$ cat config.mk
export PLATFORM = sky130hd
export DESIGN_NAME = ci_re_mixer
export DESIGN_NICKNAME = d
export VERILOG_FILES = /design/src/rtl/ci_re_mixer.sv
export SDC_FILE = /design/constraint.sdc
export NUM_CORES = 2
export LEC_CHECK = 0
export CAP_MARGIN = 10
export CELL_PAD_IN_SITES_DETAIL_PLACEMENT = 0
export CELL_PAD_IN_SITES_GLOBAL_PLACEMENT = 1
export CORE_MARGIN = 4
export CORE_UTILIZATION = 54
export DETAILED_ROUTE_END_ITERATION = 8
export PLACE_DENSITY = 0.92
export SYNTH_ARGS = -nofsm -noshare
export SYNTH_HDL_FRONTEND = slang
export SYNTH_SLANG_ARGS = --single-unit
export TNS_END_PERCENT = 1
$ cat constraint.sdc
create_clock -name clk -period 9.5 [get_ports clk]
set_clock_uncertainty 0.1 [all_clocks]
set_input_delay 1.9 -clock clk [delete_from_list [all_inputs] [get_ports clk]]
set_output_delay 1.9 -clock clk [all_outputs]
set_load 0.005 [all_outputs]
$ cat src/rtl/ci_re_mixer.sv
// Complex-to-real upconversion mixer: out = in_i*lo_i - in_q*lo_q in Q1.15.
// One shared multiplier over a two-cycle slot, so one output per two clocks.
// Rounding is half toward +inf; the result saturates to the 16-bit range.
`timescale 1ns/1ps
module ci_re_mixer (
  input  logic        clk,
  input  logic        reset_n,
  input  logic        en,
  input  logic [15:0] in_i,
  input  logic [15:0] in_q,
  input  logic [15:0] lo_i,
  input  logic [15:0] lo_q,
  output logic        in_strobe,
  output logic [15:0] out,
  output logic        out_valid
);

  localparam int unsigned DSZ = 16;

  // Slot phase: 0 captures inputs and retires a result, 1 subtracts.
  logic                      state_q, state_d;
  logic signed [DSZ-1:0]     i_buf_q, i_buf_d;
  logic signed [DSZ-1:0]     q_buf_q, q_buf_d;
  logic signed [DSZ-1:0]     li_buf_q, li_buf_d;
  logic signed [DSZ-1:0]     lq_buf_q, lq_buf_d;
  logic signed [2*DSZ-1:0]   mult_q, mult_d;
  logic signed [2*DSZ:0]     acc_q, acc_d;
  logic [DSZ-1:0]            out_q, out_d;
  logic                      valid_q, valid_d;
  // seen0 marks the first state-0 edge; primed follows on the second, so the
  // accumulator never retires a partial product left over from reset.
  logic                      seen0_q, seen0_d;
  logic                      primed_q, primed_d;

  logic [DSZ+2:0]            rnd;
  logic signed [DSZ+1:0]     rnd_trunc;
  logic [DSZ-1:0]            sat_val;

  // Clamp an 18-bit signed value into 16 bits.
  function automatic logic [DSZ-1:0] sat18(input logic signed [DSZ+1:0] v);
    logic [DSZ-1:0] r;
    if ((v[DSZ+1] == v[DSZ]) && (v[DSZ] == v[DSZ-1])) begin
      r = v[DSZ-1:0];
    end else if (v[DSZ+1]) begin
      r = 16'h8000;
    end else begin
      r = 16'h7fff;
    end
    return r;
  endfunction

  // Round half-up: drop 14 LSBs, add one, then drop one more.
  always_comb begin
    rnd       = 19'(acc_q >>> (DSZ - 2)) + 19'd1;
    rnd_trunc = 18'(rnd >> 1);
    sat_val   = sat18(rnd_trunc);
  end

  // Next-state logic for the two-phase datapath; en low holds everything.
  always_comb begin
    state_d  = state_q;
    i_buf_d  = i_buf_q;
    q_buf_d  = q_buf_q;
    li_buf_d = li_buf_q;
    lq_buf_d = lq_buf_q;
    mult_d   = mult_q;
    acc_d    = acc_q;
    out_d    = out_q;
    valid_d  = valid_q;
    seen0_d  = seen0_q;
    primed_d = primed_q;
    if (en) begin
      state_d = ~state_q;
      if (!state_q) begin
        i_buf_d  = in_i;
        q_buf_d  = in_q;
        li_buf_d = lo_i;
        lq_buf_d = lo_q;
        acc_d    = 33'(mult_q);
        // Uses the buffers of the slot being finished, not the new capture.
        mult_d   = 32'(q_buf_q) * 32'(lq_buf_q);
        seen0_d  = 1'b1;
        if (seen0_q) begin
          primed_d = 1'b1;
        end
        if (primed_q) begin
          out_d   = sat_val;
          valid_d = 1'b1;
        end
      end else begin
        mult_d  = 32'(i_buf_q) * 32'(li_buf_q);
        acc_d   = acc_q - 33'(mult_q);
        valid_d = 1'b0;
      end
    end
  end

  // State register with asynchronous clear of the whole pipeline.
  always_ff @(posedge clk or negedge reset_n) begin
    if (!reset_n) begin
      state_q  <= 1'b0;
      i_buf_q  <= '0;
      q_buf_q  <= '0;
      li_buf_q <= '0;
      lq_buf_q <= '0;
      mult_q   <= '0;
      acc_q    <= '0;
      out_q    <= '0;
      valid_q  <= 1'b0;
      seen0_q  <= 1'b0;
      primed_q <= 1'b0;
    end else begin
      state_q  <= state_d;
      i_buf_q  <= i_buf_d;
      q_buf_q  <= q_buf_d;
      li_buf_q <= li_buf_d;
      lq_buf_q <= lq_buf_d;
      mult_q   <= mult_d;
      acc_q    <= acc_d;
      out_q    <= out_d;
      valid_q  <= valid_d;
      seen0_q  <= seen0_d;
      primed_q <= primed_d;
    end
  end

  // Strobe is gated by reset so upstream never advances while held in reset.
  always_comb begin
    in_strobe = reset_n & en & ~state_q;
    out       = out_q;
    out_valid = valid_q;
  end

endmodule

==> metrics.md <==
| Metric | Value |
|---|---|
| Post-CTS Setup Bufs | `0` |
| Largest net degree at the start of global routing | `88` |
| CP most frequent cell | `fa_1` |
| Register area share after synthesis | `13.4%` |
| Ys async rst share | `100%` |
| Post-CTS sizing | `0` |
| Tcrit/Tclk final | `between 70% and 80%` |
| First-pass GRT wire length | `115000 um` |
| Area of the mapped netlist | `27900 um^2` |
| Top FF cell, synth | `dfrtp_1` |
| Outcome | `finished clean` |
| IO Port Bufs | `84` |
| Post-DP HPWL | `54700 um` |
| MaxCap Viol Count | `0` |
| Worst slew margin | `31.8%` |
| Yosys warns | `0` |
| Layout cells sized above 1 | `2.24%` |
| Yosys cell types | `69` |
| Die Y | `235 um` |
| Clk_lat worst skew | `0.49 ns` |
| Die span in x | `235 um` |
| Worst setup EP type | `register` |
| Critical path data arrival time | `between 7 and 8 ns` |
| Site Rows | `slightly above 80` |
| Max Slew Vio Count | `0` |
| Flop and latch count out of synthesis | `149` |
| Final wirelength | `slightly below 70000 um` |
| Starting DRC count in detailed routing | `1231` |
| GPL Wtd Cong | `0.930` |
| DP Cell Count | `between 3000 and 4000` |
| Period minus WS final | `between 7 and 8 ns` |
| CTS tree | `built` |
| Core Footprint | `50600 um^2` |
| Wirelength per Cell | `18.0 um` |
| I/O pins | `85` |
| Clk buf depth | `2` |
| Remaining routing DRC violations | `0` |
| DR vias/cell | `5.53` |
| Clk root buf | `clkbuf_16` |
| CTS H-tree lvls | `4` |
| Hold Vio Cnt, Final | `0` |
| Delay-heaviest family, CP | `adder cells` |
| Critical Path Source Type | `register` |
| Crit-path slowest cell | `fa_1` |
| Max Freq | `about 130 MHz` |
| Initial core utilization | `a little under three fifths` |
| Initial antenna violation count | `0` |
| Crit Path Category | `register to register` |
| Post-synth EDFFs | `0` |
| Nets | `a little under 4000` |
| Crit-path max cell delay | `0.92 ns` |
| Worst Tran Pin Value | `between 1 and 1.5 ns` |
| Placement Cell Area | `29100 um^2` |
| CTS Buf Count | `17` |
| Pre-antenna DRT Iters | `5` |
| Crit-path cells | `nand2_1 > inv_1 > fa_1 > fa_1 > fa_1 > fa_1 > fa_1 > inv_1 > fa_1 > inv_1 > ha_1 > nand4_1 > a21oi_1 > nand2_1 > a2111oi_0 > o2111ai_1 > a31oi_1 > mux2i_1 > nor2_1 > o41ai_2` |
| Post-Synthesis Cells | `3133` |
| Worst path required time | `9.77 ns` |
| Routed vias | `21000` |
| Most common cell after layout, fill and taps aside | `inv_1` |
| Setup repair after global routing missed its margin | `no` |
| Clock Sinks | `between 100 and 150` |
| WHS | `0.379 ns` |
| Final instance area | `roughly 30000 um^2` |
| Finished Layout Cells | `3803` |
| DIE AREA | `around 55000 um^2` |
| CTS clk-pin slew, worst paths | `0.06 ns` |
| Critical path buffer and inverter count | `3` |
| Most frequent cells in the layout | `inv_1 (614), fa_1 (525), nand2_1 (477)` |
| Number of routed nets with antenna violations | `0` |
| Grt total ovfl | `0` |
| Maximum fanout along the worst path | `17` |
| Synthesis-to-layout area growth | `6.57%` |
| Vias in the first global route | `between 20000 and 25000` |
| Syn Area/Cell | `8.89 um^2` |
| Cts hold-fix bufs | `0` |
| Mapped Nets | `3922` |
| All-Layer GR Usage | `25.8%` |
| TNS Setup | `0 ns` |
| N_diodes | `0` |
| Hold WC Path Type | `register to register` |
| # setup viols final | `0` |
==> stage by stage <==
| stage | utilization, % | setup slack [ns] |
|---|---|---|
| 6_report | 58.7 | 2.03 |
| 5_1_grt | 58.7 | 1.66 |
| 4_1_cts | 58.7 | 2.10 |
| 3_5_place_dp | 57.6 | 2.13 |
| 3_3_place_gp | 57.6 | 2.51 |
| 2_1_floorplan | - | 2.99 |
==> kinds of logic (layout without fill, tap and decap cells) <==
logic type               count (synthesis)  count (layout)  synth area share [%]
flip-flops                             149             149                  13.4
XOR/XNOR                               100             100                  3.14
adder cells (fa/ha/maj)                722             722                  46.6
AO/OA/AOI/OAI                          379             379                  8.78
AND/OR/NAND/NOR                       1014            1014                  17.1
buffers and inverters                  742             740                  10.0
multiplexers                            27              27                 0.979
==> cell usage after synthesis (all sizes together) (3+ instances only) <==
cell type / number / area share, %
a2111oi: 3 / 0.16
a31o: 7 / 0.25
nand3: 27 / 0.48
o21ai: 75 / 1.4
o22ai: 3 / 0.067
clkbuf: 116 / 1.6
nor2: 140 / 1.9
a21oi: 142 / 2.6
and4: 4 / 0.13
or3: 8 / 0.18
inv: 614 / 8.3
nand4: 16 / 0.36
ha: 197 / 8.8
o211ai: 14 / 0.38
buf: 12 / 0.20
a21o: 42 / 1.1
mux2i: 25 / 0.90
o21bai: 8 / 0.22
a211o: 7 / 0.22
nor4b: 7 / 0.22
o31ai: 8 / 0.27
dfrtp: 149 / 13
nand2b: 22 / 0.49
xor2: 34 / 1.1
nand3b: 3 / 0.081
fa: 525 / 38
o41ai: 3 / 0.15
a211oi: 14 / 0.45
and2: 249 / 5.6
nor2b: 11 / 0.25
a31oi: 20 / 0.49
xnor2: 66 / 2.1
nor3: 30 / 0.54
o21a: 8 / 0.22
nand2: 478 / 6.4
and3: 11 / 0.25
o221ai: 9 / 0.28
==> flip-flops by register name, summed over array words and instances, names as in the netlist <==
signal / flops
seen0_q: 1
q_buf_q: 16
mult_q: 32
state_q: 1
i_buf_q: 16
acc_q: 33
out_valid: 1
out: 16
lq_buf_q: 16
primed_q: 1
li_buf_q: 16
==> cell type report <==
class                           count  area (um^2)
Timing Repair Buffer               94          915
Tap cell                          672          841
Clock inverter                     11          101
Inverter                          614         2300
Multi-Input combinational cell   2242        21300
Sequential cell                   149         3730
Clock buffer                       21          450
Fill cell                        4368        20900
==> routing by layer <==
metal | up-vias | GRT usage [%] | share of wire [%]
met5 | - | 0 | 0
met4 | 0 | 9.67 | 3.6
met3 | 153 | 3.77 | 4.9
met2 | 558 | 46.2 | 52
met1 | 10700 | 31.6 | 40
li1 | 9584 | - | -
==> final timing paths <==
| check | start | endpoint | slack (ns) | cells past startpoint |
|---|---|---|---|---|
| max | q_buf_q[15]$_DFFE_PN0P_ | mult_q[31]$_DFFE_PN0P_ | 2.03 | 20 |
| min | seen0_q$_DFFE_PN0P_ | seen0_q$_DFFE_PN0P_ | 0.38 | 1 |
| max reg2reg | q_buf_q[15]$_DFFE_PN0P_ | mult_q[31]$_DFFE_PN0P_ | 2.03 | 20 |
| min reg2reg | seen0_q$_DFFE_PN0P_ | seen0_q$_DFFE_PN0P_ | 0.38 | 1 |
| max in group asynchronous | reset_n | lq_buf_q[12]$_DFFE_PN0P_ | 6.86 | 2 |
| min in group asynchronous | reset_n | mult_q[18]$_DFFE_PN0P_ | 1.28 | 1 |
Power is left out: the tool's default activity adds up to more than one toggle a clock period on the data nets, which glitch-free logic cannot reach.
